`config.mk`:
```
export PLATFORM = sky130hd
export DESIGN_NAME = uart_rx_param
export DESIGN_NICKNAME = d
export VERILOG_FILES = /design/src/rtl/uart_rx_param.sv
export SDC_FILE = /design/constraint.sdc
export NUM_CORES = 1
export LEC_CHECK = 0
export ABC_AREA = 1
export ABC_CLOCK_PERIOD_IN_PS = 1700
export BUFFER_PORTS_ARGS = -buffer_cell sky130_fd_sc_hd__buf_4
export CAP_MARGIN = 25
export CORE_MARGIN = 2
export CORE_UTILIZATION = 29
export DETAILED_ROUTE_END_ITERATION = 16
export GPL_TIMING_DRIVEN = 0
export PLACE_DENSITY = 0.55
export SLEW_MARGIN = 0
export SYNTH_ARGS = -nofsm -noshare
export SYNTH_HDL_FRONTEND = slang
export SYNTH_SLANG_ARGS = --single-unit
export TNS_END_PERCENT = 1
```
`constraint.sdc`:
```
create_clock -name clk -period 1.7 [get_ports clk]
set_clock_uncertainty 0.05 [all_clocks]
set_input_delay 0.085 -clock clk [delete_from_list [all_inputs] [get_ports clk]]
set_output_delay 0.085 -clock clk [all_outputs]
set_load 0.02 [all_outputs]
```
`src/rtl/uart_rx_param.sv`:
```
// uart_rx_param
//   Oversampling UART receiver. The serial line is synchronised, the start bit
//   is qualified at its middle, and every following bit is sampled once at its
//   middle. A completed frame is presented on a valid/ready output register
//   together with its parity and framing error flags.
//
//   Parameters
//     DATA_BITS   : data bits per frame, 5..9
//     PARITY_MODE : 0 none, 1 even, 2 odd
//     OVERSAMPLE  : baud_tick pulses per bit, even and >= 8
//
//   Ports
//     clk        : clock, rising edge
//     rst        : asynchronous active-low reset
//     baud_tick  : one-cycle enable at OVERSAMPLE x baud rate
//     rxd        : asynchronous serial input, idle high
//     dout       : received data (first bit on the line is the LSB)
//     out_valid  : dout / parity_err / frame_err hold a frame
//     out_ready  : consumer accepts the presented frame
//     parity_err : parity mismatch for the presented frame
//     frame_err  : stop bit sampled low for the presented frame
//     overrun    : one-cycle pulse when a completed frame is dropped
//     brk        : one-cycle pulse when a break frame is detected
//
//   Build option
//     UART_RX_BREAK_DET_EN : when defined, an all-zero frame with a low stop
//     bit raises brk instead of being delivered, and reception then waits for
//     the line to return high. When undefined, brk is tied low and such a
//     frame is delivered normally with frame_err set.
//
//   state  | meaning
//   IDLE   | line idle, waiting for a low sample on a baud tick
//   START  | counting to the middle of the start bit to qualify it
//   DATA   | sampling DATA_BITS data bits, one per bit period
//   PARITY | sampling the parity bit
//   STOP   | sampling the stop bit, then back to IDLE

module uart_rx_param #(
  parameter int DATA_BITS   = 8,
  parameter int PARITY_MODE = 1,
  parameter int OVERSAMPLE  = 16
) (
  input  logic                 clk,
  input  logic                 rst,
  input  logic                 baud_tick,
  input  logic                 rxd,
  output logic [DATA_BITS-1:0] dout,
  output logic                 out_valid,
  input  logic                 out_ready,
  output logic                 parity_err,
  output logic                 frame_err,
  output logic                 overrun,
  output logic                 brk
);

  localparam int TCW = $clog2(OVERSAMPLE);
  localparam int BCW = $clog2(DATA_BITS);

  typedef enum logic [2:0] {
    S_IDLE,
    S_START,
    S_DATA,
    S_PARITY,
    S_STOP
  } state_t;

  // synchroniser
  logic rxd_s1_q, rxd_s1_d;
  logic rxd_s2_q, rxd_s2_d;

  // receive FSM
  state_t                 state_q, state_d;
  logic [TCW-1:0]         tick_cnt_q, tick_cnt_d;
  logic [BCW-1:0]         bit_cnt_q, bit_cnt_d;
  logic [DATA_BITS-1:0]   shift_q, shift_d;
  logic                   par_bit_q, par_bit_d;

  // completed frame, one cycle ahead of the output register
  logic                   done_q, done_d;
  logic [DATA_BITS-1:0]   frm_data_q, frm_data_d;
  logic                   frm_perr_q, frm_perr_d;
  logic                   frm_ferr_q, frm_ferr_d;

  // output register
  logic [DATA_BITS-1:0]   dout_q, dout_d;
  logic                   out_valid_q, out_valid_d;
  logic                   parity_err_q, parity_err_d;
  logic                   frame_err_q, frame_err_d;
  logic                   overrun_q, overrun_d;

`ifdef UART_RX_BREAK_DET_EN
  logic                   frm_brk_q, frm_brk_d;
  logic                   brk_wait_q, brk_wait_d;
  logic                   brk_q, brk_d;
`endif

  logic rxd_sync;
  logic tick_last;
  logic tick_half;
  logic bits_done;
  logic exp_par;
  logic perr_calc;
  logic brk_calc;

  assign rxd_sync  = rxd_s2_q;
  assign tick_last = (tick_cnt_q == TCW'(OVERSAMPLE - 1));
  assign tick_half = (tick_cnt_q == TCW'(OVERSAMPLE / 2 - 1));
  assign bits_done = (bit_cnt_q == BCW'(DATA_BITS - 1));

  // Parity is judged from the assembled data and the sampled parity bit,
  // evaluated while the stop bit is being sampled.
  assign exp_par   = (PARITY_MODE == 2) ? ~(^shift_q) : (^shift_q);
  assign perr_calc = (PARITY_MODE != 0) && (par_bit_q != exp_par);
  assign brk_calc  = (shift_q == '0) && ((PARITY_MODE == 0) || !par_bit_q) && !rxd_sync;

  always_comb begin
    rxd_s1_d     = rxd;
    rxd_s2_d     = rxd_s1_q;

    state_d      = state_q;
    tick_cnt_d   = tick_cnt_q;
    bit_cnt_d    = bit_cnt_q;
    shift_d      = shift_q;
    par_bit_d    = par_bit_q;

    done_d       = 1'b0;
    frm_data_d   = frm_data_q;
    frm_perr_d   = frm_perr_q;
    frm_ferr_d   = frm_ferr_q;

    dout_d       = dout_q;
    out_valid_d  = out_valid_q;
    parity_err_d = parity_err_q;
    frame_err_d  = frame_err_q;
    overrun_d    = 1'b0;

`ifdef UART_RX_BREAK_DET_EN
    frm_brk_d    = frm_brk_q;
    brk_wait_d   = brk_wait_q;
    brk_d        = 1'b0;
`endif

    case (state_q)
      S_IDLE: begin
`ifdef UART_RX_BREAK_DET_EN
        // after a break the line must go high before a new start is accepted
        if (brk_wait_q) begin
          if (rxd_sync) brk_wait_d = 1'b0;
        end else
`endif
        if (baud_tick && !rxd_sync) begin
          state_d    = S_START;
          tick_cnt_d = '0;
        end
      end

      S_START: begin
        if (baud_tick) begin
          if (tick_half) begin
            tick_cnt_d = '0;
            bit_cnt_d  = '0;
            state_d    = rxd_sync ? S_IDLE : S_DATA;
          end else begin
            tick_cnt_d = tick_cnt_q + TCW'(1);
          end
        end
      end

      S_DATA: begin
        if (baud_tick) begin
          if (tick_last) begin
            tick_cnt_d = '0;
            shift_d    = {rxd_sync, shift_q[DATA_BITS-1:1]};
            if (bits_done) begin
              bit_cnt_d = '0;
              state_d   = (PARITY_MODE != 0) ? S_PARITY : S_STOP;
            end else begin
              bit_cnt_d = bit_cnt_q + BCW'(1);
            end
          end else begin
            tick_cnt_d = tick_cnt_q + TCW'(1);
          end
        end
      end

      S_PARITY: begin
        if (baud_tick) begin
          if (tick_last) begin
            tick_cnt_d = '0;
            par_bit_d  = rxd_sync;
            state_d    = S_STOP;
          end else begin
            tick_cnt_d = tick_cnt_q + TCW'(1);
          end
        end
      end

      S_STOP: begin
        if (baud_tick) begin
          if (tick_last) begin
            tick_cnt_d = '0;
            state_d    = S_IDLE;
            done_d     = 1'b1;
            frm_data_d = shift_q;
            frm_perr_d = perr_calc;
            frm_ferr_d = !rxd_sync;
`ifdef UART_RX_BREAK_DET_EN
            frm_brk_d  = brk_calc;
            brk_wait_d = brk_calc;
`endif
          end else begin
            tick_cnt_d = tick_cnt_q + TCW'(1);
          end
        end
      end

      default: begin
        state_d    = S_IDLE;
        tick_cnt_d = '0;
        bit_cnt_d  = '0;
      end
    endcase

    // Output handshake. Acceptance clears out_valid; a completion in the same
    // cycle as acceptance reloads it, while a completion against a held,
    // unaccepted frame is dropped and reported as overrun.
    if (out_valid_q && out_ready) out_valid_d = 1'b0;

    if (done_q) begin
`ifdef UART_RX_BREAK_DET_EN
      if (frm_brk_q) brk_d = 1'b1;
      else
`endif
      if (out_valid_q && !out_ready) begin
        overrun_d = 1'b1;
      end else begin
        dout_d       = frm_data_q;
        parity_err_d = frm_perr_q;
        frame_err_d  = frm_ferr_q;
        out_valid_d  = 1'b1;
      end
    end
  end

  always_ff @(posedge clk or negedge rst) begin
    if (!rst) begin
      rxd_s1_q     <= 1'b1;
      rxd_s2_q     <= 1'b1;
      state_q      <= S_IDLE;
      tick_cnt_q   <= '0;
      bit_cnt_q    <= '0;
      shift_q      <= '0;
      par_bit_q    <= 1'b0;
      done_q       <= 1'b0;
      frm_data_q   <= '0;
      frm_perr_q   <= 1'b0;
      frm_ferr_q   <= 1'b0;
      dout_q       <= '0;
      out_valid_q  <= 1'b0;
      parity_err_q <= 1'b0;
      frame_err_q  <= 1'b0;
      overrun_q    <= 1'b0;
`ifdef UART_RX_BREAK_DET_EN
      frm_brk_q    <= 1'b0;
      brk_wait_q   <= 1'b0;
      brk_q        <= 1'b0;
`endif
    end else begin
      rxd_s1_q     <= rxd_s1_d;
      rxd_s2_q     <= rxd_s2_d;
      state_q      <= state_d;
      tick_cnt_q   <= tick_cnt_d;
      bit_cnt_q    <= bit_cnt_d;
      shift_q      <= shift_d;
      par_bit_q    <= par_bit_d;
      done_q       <= done_d;
      frm_data_q   <= frm_data_d;
      frm_perr_q   <= frm_perr_d;
      frm_ferr_q   <= frm_ferr_d;
      dout_q       <= dout_d;
      out_valid_q  <= out_valid_d;
      parity_err_q <= parity_err_d;
      frame_err_q  <= frame_err_d;
      overrun_q    <= overrun_d;
`ifdef UART_RX_BREAK_DET_EN
      frm_brk_q    <= frm_brk_d;
      brk_wait_q   <= brk_wait_d;
      brk_q        <= brk_d;
`endif
    end
  end

  assign dout       = dout_q;
  assign out_valid  = out_valid_q;
  assign parity_err = parity_err_q;
  assign frame_err  = frame_err_q;
  assign overrun    = overrun_q;

`ifdef UART_RX_BREAK_DET_EN
  assign brk = brk_q;
`else
  // break detection is not built; brk_calc only matters when it is
  logic unused_brk_calc;
  assign unused_brk_calc = brk_calc;
  assign brk = 1'b0;
`endif

endmodule

```
Yosys cells after proc, flatten, opt, wreduce, memory -nomap -nowiden:

Index checks and enable logic that the tools add are counted.

* output and inout port bits: 13
* bits in registers: 44
* logic and storage cells: 87

* add/sub/neg operators: 2
* equal/unequal tests: 19
* mux-type cells: 32
* bitwise logic cells: 2
* reduce and logical (&&, ||, !) cells: 16

Operators by type and width (count)
* $mux 3: 15
* $mux 4: 5
* $ne 2x2->1 const B: 10
* $pmux 3 s5: 1
* $pmux 4 s3: 1
* $reduce_and 3->1: 4
* $reduce_and 10->1: 1
* $pmux 3 s3: 1
* $mux 1: 8
* $reduce_xor 8->1: 1
* $eq 3x2->1 const B: 2
* $eq 3x3->1 const B: 2
* $reduce_or 3->1: 2
* $reduce_and 5->1: 1
* $add 4x1->4 const B: 1
* $eq 4x3->1 const B: 1
* $eq 4x4->1 const B: 1
* $add 3x1->3 const B: 1
* $eq 3x1->1 const B: 1
* $logic_and 1x1->1: 3
* $logic_not 3->1: 1
* $logic_not 1->1: 2
* $mux 2: 1
* $ne 2x1->1 const B: 1
* other kinds (3): 4

Depth between registers and ports, before layout:

Gate-level depths: netlist of run 1.

* word-level depth: 5
* gate-level depth with buffers: 9

Worst setup path before layout of run 1:

OpenSTA, ideal clock, no wires.

* path kind: register -> register
* start point: reg tick_cnt_q[0]
* end point: reg state_q[1]
* required time: 1.533 ns
* arrival: 1.308 ns
* path buffers: 0
* path slack: 0.225 ns
* period minus slack after synthesis: 1.475 ns
* stages on the path, launching flop included: 9
* path through: dfrtp_1 > ha_1 > nand3_4 > nor2_8 > nor2_1 > nor2_2 > nand3_1 > nand2_1 > nand2_1

* word-level cells in the longest chain between the ends: 3

RTL lines
* start: declaration: RTL line 73 `logic [TCW-1:0] tick_cnt_q, tick_cnt_d;`
* start signal: assignment: RTL line 272 `tick_cnt_q <= tick_cnt_d;`
* $eq 4x3->1 or $eq 4x4->1 (tied branches): RTL line 107, 106
* $ne 2x2->1 (no source line)
* $reduce_and 10->1 (no source line) (*)
* end signal: assignment: RTL line 271 `state_q <= state_d;`
* end: declaration: RTL line 72 `state_t state_q, state_d;`

Mark *: on every way between the ends. The rest lies on a longest branch, timed or not.
A chain may end at the register's enable or synchronous reset.

Final worst setup path of run 1:

* start point: reg state_q[1]
* end point: reg bit_cnt_q[0]

* word-level cells in the longest chain between the ends: 4

RTL lines
* $eq 3x3->1 (tied with other cells): RTL line 143 `case (state_q)`
* $reduce_or 3->1 (no source line)
* $not 1->1 (no source line)
* $reduce_and 5->1 (no source line)
* end signal: assignment: RTL line 273 `bit_cnt_q <= bit_cnt_d;`
* end: declaration: RTL line 74 `logic [BCW-1:0] bit_cnt_q, bit_cnt_d;`

Several ways; a longest one is shown, not always the timed one.

==> results of run 1 <==
## cell usage in the layout, fill, tap and decap left out, drive strengths merged
cell type and instances:
xor2 2, nor2 19, dfstp 2, mux2 2, o21ai 34, nand3b 2, inv 32, clkbuf 6
conb 1, clkinvlp 2, dlygate4sd3 3, o31ai 1, buf 22, nand3 17, clkinv 1, nand4 4
nand2 74, ha 3, a21oi 3, dfrtp 42
## repair_timing
item / CTS / global route
endpoints found under the setup margin: 0 / 19
hold endpoints to repair: 44 / 0
resized for setup: 0 / 5
setup buffers: 0 / 1
hold buffers: 3 / 0
## Yosys cell counts
cell type	instances	area, µm²
a21oi_1	3	15.0
buf_2	2	10.0
buf_4	1	7.51
buf_6	1	11.3
buf_8	1	15.0
clkbuf_1	1	3.75
conb_1	1	3.75
dfrtp_1	42	1050
dfstp_2	2	52.6
ha_1	3	37.5
inv_1	31	116
inv_6	1	8.76
mux2_2	2	22.5
nand2_1	72	270
nand2_2	1	6.26
nand2_4	1	11.3
nand3_1	15	75.1
nand3_2	1	10.0
nand3_4	1	17.5
nand3b_1	2	15.0
nand4_1	4	25.0
nor2_1	15	56.3
nor2_2	1	6.26
nor2_4	1	11.3
nor2_8	2	40.0
o21ai_0	32	160
o21ai_1	2	10.0
o31ai_1	1	7.51
xor2_1	2	17.5
## stage by stage
step | power [µW] | utilization, % | instances | setup slack [ns]
final | 2470 | 36.0 | 368 | 0.133
after global routing | 2650 | 36.0 | 368 | 0.0195
after CTS | 2470 | 35.6 | 367 | 0.0364
after detailed placement | 1780 | 33.8 | 356 | 0.0589
after global placement | 1770 | 33.8 | 356 | 0.0684
after floorplan | 1640 | - | 244 | 0.225
## power breakdown
group,internal (µW),leakage (µW),switching (µW)
registers,1130,0.000570,66.5
logic,228,0.000664,387
clock network,291,0.0000404,372
## area by class of cell
type	instances	area, µm²	area share [%]
Tap cell	96	120	4.84
Buffer	6	47.5	1.91
Timing Repair Buffer	20	158	6.35
Clock inverter	3	23.8	0.957
Multi-Input combinational cell	162	836	33.7
Sequential cell	44	1100	44.5
Clock buffer	5	68.8	2.77
Inverter	32	125	5.04
## sequential cells by signal, indices dropped and copies added, names as in the netlist
signal	cells
bit_cnt_q	3
done_q	1
dout	8
frame_err	1
frm_data_q	8
frm_ferr_q	1
frm_perr_q	1
out_valid	1
overrun	1
par_bit_q	1
parity_err	1
rxd_s1_q	1
rxd_s2_q	1
shift_q	8
state_q	3
tick_cnt_q	4
## critical path, stage by stage, from the launching register on
cell	delay [ns]
dfrtp_1	0.37
buf_2	0.18
nand3b_1	0.26
nor2_1	0.23
nor2_1	0.08
o21ai_0	0.15
nand2_1	0.09
o31ai_1	0.07
## logic make-up (layout without fill, tap and decap cells)
logic type                 Yosys count  in the layout
adders and majority gates            3              3
and+or+nand+nor                    116            116
AOI/OAI and AO/OA                   38             38
xor gates and xnor gates             2              2
muxes                                2              2
other                                1              1
buffers and inverters               38             66
DFF                                 44             44
## worst paths after layout
check,slack (ns),endpoint,depth (start not counted)
worst max-delay path,0.13,bit_cnt_q[0],7
worst min register to register,0.31,rxd_s2_q,0
worst max register to register,0.13,bit_cnt_q[0],7
max in group asynchronous,0.93,tick_cnt_q[0],2
worst min-delay path,0.21,state_q[0],5
min in group asynchronous,0.25,state_q[0],2
## per-layer routing
metal / share of wire (%) / vias up
met2: 46 / 21
met5: 0 / -
met3: 3.2 / 5
met1: 49 / 730
li1: - / 826
met4: 2.2 / 0
==> reports/metrics.cfg, run 1 <==
[synthesis]
synth_cell_type_count = 29
avgSynthCellArea_um2 = 8.58
synth_mux_area_share_pct = 1.08
ys_seq_area_share_pct = 52.7
synth-adder-area-share_pct = 1.79
synthCells = 244
ys_ff_latch = 44
synth_simple_gate_area_share_pct = 26.0
synth_top_family_by_area = simple AND/OR/NAND/NOR gates
netlist_area_um2 = 2090
synth_xor_area_share_pct = 0.836
ys.warnings.count = 0
synth_compound_area_share_pct = 9.20
syn-num-nets = 252

[sta]
max_freq_ghz = 0.638
min_period_ns = 1.57
maxSlewViolCount = 0
holdWs_ns = 0.206
fin_crit_sh_pct = 92.2
setup_tns_ns = 0
grt_setup_unrepaired = false
worst_slew_margin_rel_pct = 63.3
worst_pin_slew_ns = 0.551
setup_viol_count_final = 0
finalHoldViolations = 0

[grt]
grt_util_met2_pct = 17.4
antenna_found_initial = 0
use_met3_pct = 2.49
grt_pass1_wl_um = 6600
grt_max_degree = 45
grt_usage_pct = 10.7
grt_pass1_vias = 1491
grt_overflow_total = 0
busiest_layer = met2
met1_usage_pct = 13.5

[worst_setup_path]
critical_path_required_ns = 1.86
worstSetupStartpointType = register
critPathCaptureType = register
crit_start = state_q[1]
crit_arrival_ns = 1.73
path_max_fanout = 9
reg2reg_from = state_q[1]
path_class = reg2reg

[cts]
numCtsBuffers = 5
cts_htree_levels = 2
root_buffer = clkbuf_8
clk_path_buf_depth = 2
cts_sinks = 44
cts_tree = yes
clk_latency_ns = 0.30
clk_pin_slew_ns = 0.09

[min_path]
hold_class = in2reg
hp-start = baud_tick

[finish]
drive_gt1_share_pct = 17.3
diodes = 0
final_nets = 279
area_growth_syn_to_layout_pct = 18.6
final_area_um2 = 2480
fillers = 729

[routing]
wl_um = 3700
routedWlPerCell_um = 10.1
drtAntennaViolNets = 0
drtPass1Iterations = 4
drc = 0
num_vias = 1582
drtIter0Drc = 92
viasPerCell = 4.30

[die]
die_h_um = 89.0
die_area_um2 = 7920
core_um2 = 6910
fp.dieW_um = 89.0
ioPinCount = 18
start_util_pct = 30.3
fp-row-count = 30

[placement]
dpl_cell_area_um2 = 2330
io_buffers = 16
routabilityCongestion = 0.800
place_hpwl_um = 2590

[pwr]
powerDensity_nw_per_um2 = 995
vdd_drop_max_uv = 296
p_leak_uw = 0.00127

[status]
outcome = finished, final reports clean

[flow_run]
maxCapViolCount = 0

Power figures use the tool's default switching activity.
==> run 2: changes to the inputs <==
Settings changed: REMOVE_ABC_BUFFERS set to 1.
==> reports/metrics.cfg, run 2 (same netlist as run 1, synthesis figures left out) <==
[status]
outcome = finished, final reports clean

[sta]
setup_tns_ns = 0  ; unchanged
setup_viol_count_final = 0  ; unchanged
setup_ws_ns = 0.155  ; +0.0220 ns
fin_crit_sh_pct = 90.9  ; -1.3 points
min_period_ns = 1.54  ; -0.0220 ns
max_freq_ghz = 0.647  ; +1.4%
maxSlewViolCount = 0  ; unchanged
worst_slew_margin_rel_pct = 63.0  ; -0.27 points
finalHoldViolations = 0  ; unchanged
worst_pin_slew_ns = 0.555  ; +0.00402 ns

[die]
fp.dieW_um = 89.0  ; unchanged
start_util_pct = 30.3  ; unchanged
fp-row-count = 30  ; unchanged
ioPinCount = 18  ; unchanged
core_um2 = 6910  ; unchanged
die_area_um2 = 7920  ; unchanged
die_h_um = 89.0  ; unchanged

[flow_run]
maxCapViolCount = 0  ; unchanged

[finish]
final_nets = 278  ; -0.36%
area_growth_syn_to_layout_pct = 19.3
diodes = 0  ; unchanged
final_core_util_pct = 36.2  ; +0.22 points
drive_gt1_share_pct = 17.7  ; +0.43 points
layout_commonest_cell = nand2_1
final_cell_mix = nand2_1, dfrtp_1, o21ai_0, inv_1, buf_4

[cts]
cts_tree = yes
clk_latency_ns = 0.30  ; about the same
clk_path_buf_depth = 2  ; unchanged
numCtsBuffers = 5  ; unchanged
cts_sinks = 44  ; unchanged
cts_htree_levels = 2  ; unchanged
clk_pin_slew_ns = 0.09  ; about the same
root_buffer = clkbuf_8

[worst_setup_path]
reg2reg_from = state_q[0]
critPathCaptureType = register
path_class = reg2reg
critical_path_required_ns = 1.84  ; -0.02 ns
reg2reg_slack_ns = 0.16  ; +0.02 ns
crit_start = state_q[0]
path_max_fanout = 8  ; -1
critPathCapture = tick_cnt_q[3]
reg2regPathDepth = 8  ; +1
worstReg2RegEnd = tick_cnt_q[3]
worstSetupStartpointType = register
crit_arrival_ns = 1.69  ; -0.04 ns

[routing]
wl_um = 3710  ; +0.22%
viasPerCell = 4.32  ; +0.40%
drc = 0  ; unchanged
num_vias = 1584  ; +0.13%
drtAntennaViolNets = 0  ; unchanged
drtIter0Drc = 87  ; -5.4%
drtPass1Iterations = 4  ; unchanged
routedWlPerCell_um = 10.1  ; +0.49%

[placement]
routabilityCongestion = 0.765  ; -4.3%
io_buffers = 16  ; unchanged
place_hpwl_um = 2530  ; -2.5%
place_ws_ns = 0.0103  ; -0.0486 ns

[grt]
grt_usage_pct = 10.4  ; -0.30 points
grt_max_degree = 45  ; unchanged
grt_pass1_wl_um = 6360  ; -3.7%
grt_overflow_total = 0  ; unchanged
grt_pass1_vias = 1461  ; -2.0%
antenna_found_initial = 0  ; unchanged

[pwr]
combPwrFrac_pct = 21.3  ; -3.6 points
seq_power_share_pct = 48.0  ; -0.3 points
total_power_uw = 2600  ; +5.3%
p_int_uw = 1780  ; +8.3%
p_leak_uw = 0.00129  ; +1.2%
swShare_pct = 31.5  ; -1.9 points
pwr-share-clk_pct = 30.6  ; +3.8 points
switching_power_uw = 820  ; -0.74%
powerDensity_nw_per_um2 = 1040  ; +4.6%
vdd_drop_max_uv = 277  ; -6.3%

[min_path]
hold_class = in2reg
hp-start = out_ready

run 2: cell types whose count changed in the layout (fill, tap and decap cells not counted), sizes merged:
cell         previous run  this run
clkinvlp                2         1
buf                    22        23
bufinv                  0         1
clkbuf                  6         5
dlygate4sd3             3         2
run 2: repair_timing:
action	in CTS	in global routing
endpoints found under the hold margin	43	0
resized for setup	1	4
pin swaps	0	3
gates cloned	0	0
endpoints found under the setup margin	1	8
hold buffers	2	0
setup buffers	0	7
run 2: how the worst min path moves through the flow:
stage	to	slack (ns)	cells after the start
after global routing	overrun	0.03	4
after floorplan	bit_cnt_q[0]	-0.26	0
final	overrun	0.01	4
after CTS	overrun	0.01	4
after global placement	state_q[0]	0.07	1
after detailed placement	state_q[0]	0.07	1
run 2: stage by stage:
stage                     hold WS [ns]  area (µm²)  std cells
final                           0.0111        2500        367
after global routing            0.0258        2500        367
after CTS                       0.0110        2420        360
after detailed placement        0.0704        2290        350
after global placement          0.0714        2290        350
after floorplan                 -0.261        2050        238
run 2: power by group through the flow:
stage          Clock [µW]  Sequential [µW]  Combinational, µW
5_1_grt               876             1270                638
6_report              797             1250                555
3_3_place_gp            0             1250                503
2_1_floorplan           0             1240                380
3_5_place_dp            0             1250                512
4_1_cts               824             1240                519
run 2: area by class of cell:
| class | instances | area, µm² |
|---|---|---|
| fill | 766 | 4410 |
| multi-input combinational | 162 | 831 |
| inverter | 32 | 125 |
| timing repair buffer | 25 | 205 |
| clock inverter | 3 | 42.5 |
| clock buffer | 5 | 68.8 |
| sequential | 44 | 1110 |
| tap | 96 | 120 |
run 2: critical path, cell delays in order (launching register included):
cell	delay, ns
dfrtp_1	0.50
nor2_4	0.17
nand2_2	0.13
nand3_1	0.14
nand2_1	0.06
nand2_1	0.18
inv_1	0.08
nand2_1	0.07
o21ai_1	0.06
run 2: routing by layer:
metal	wire length [µm]	GRT usage [%]	vias up
met5	0	0	-
met4	55	4.07	0
met3	124	2.86	4
met2	1790	17.6	23
met1	1740	12.5	736
li1	-	-	821
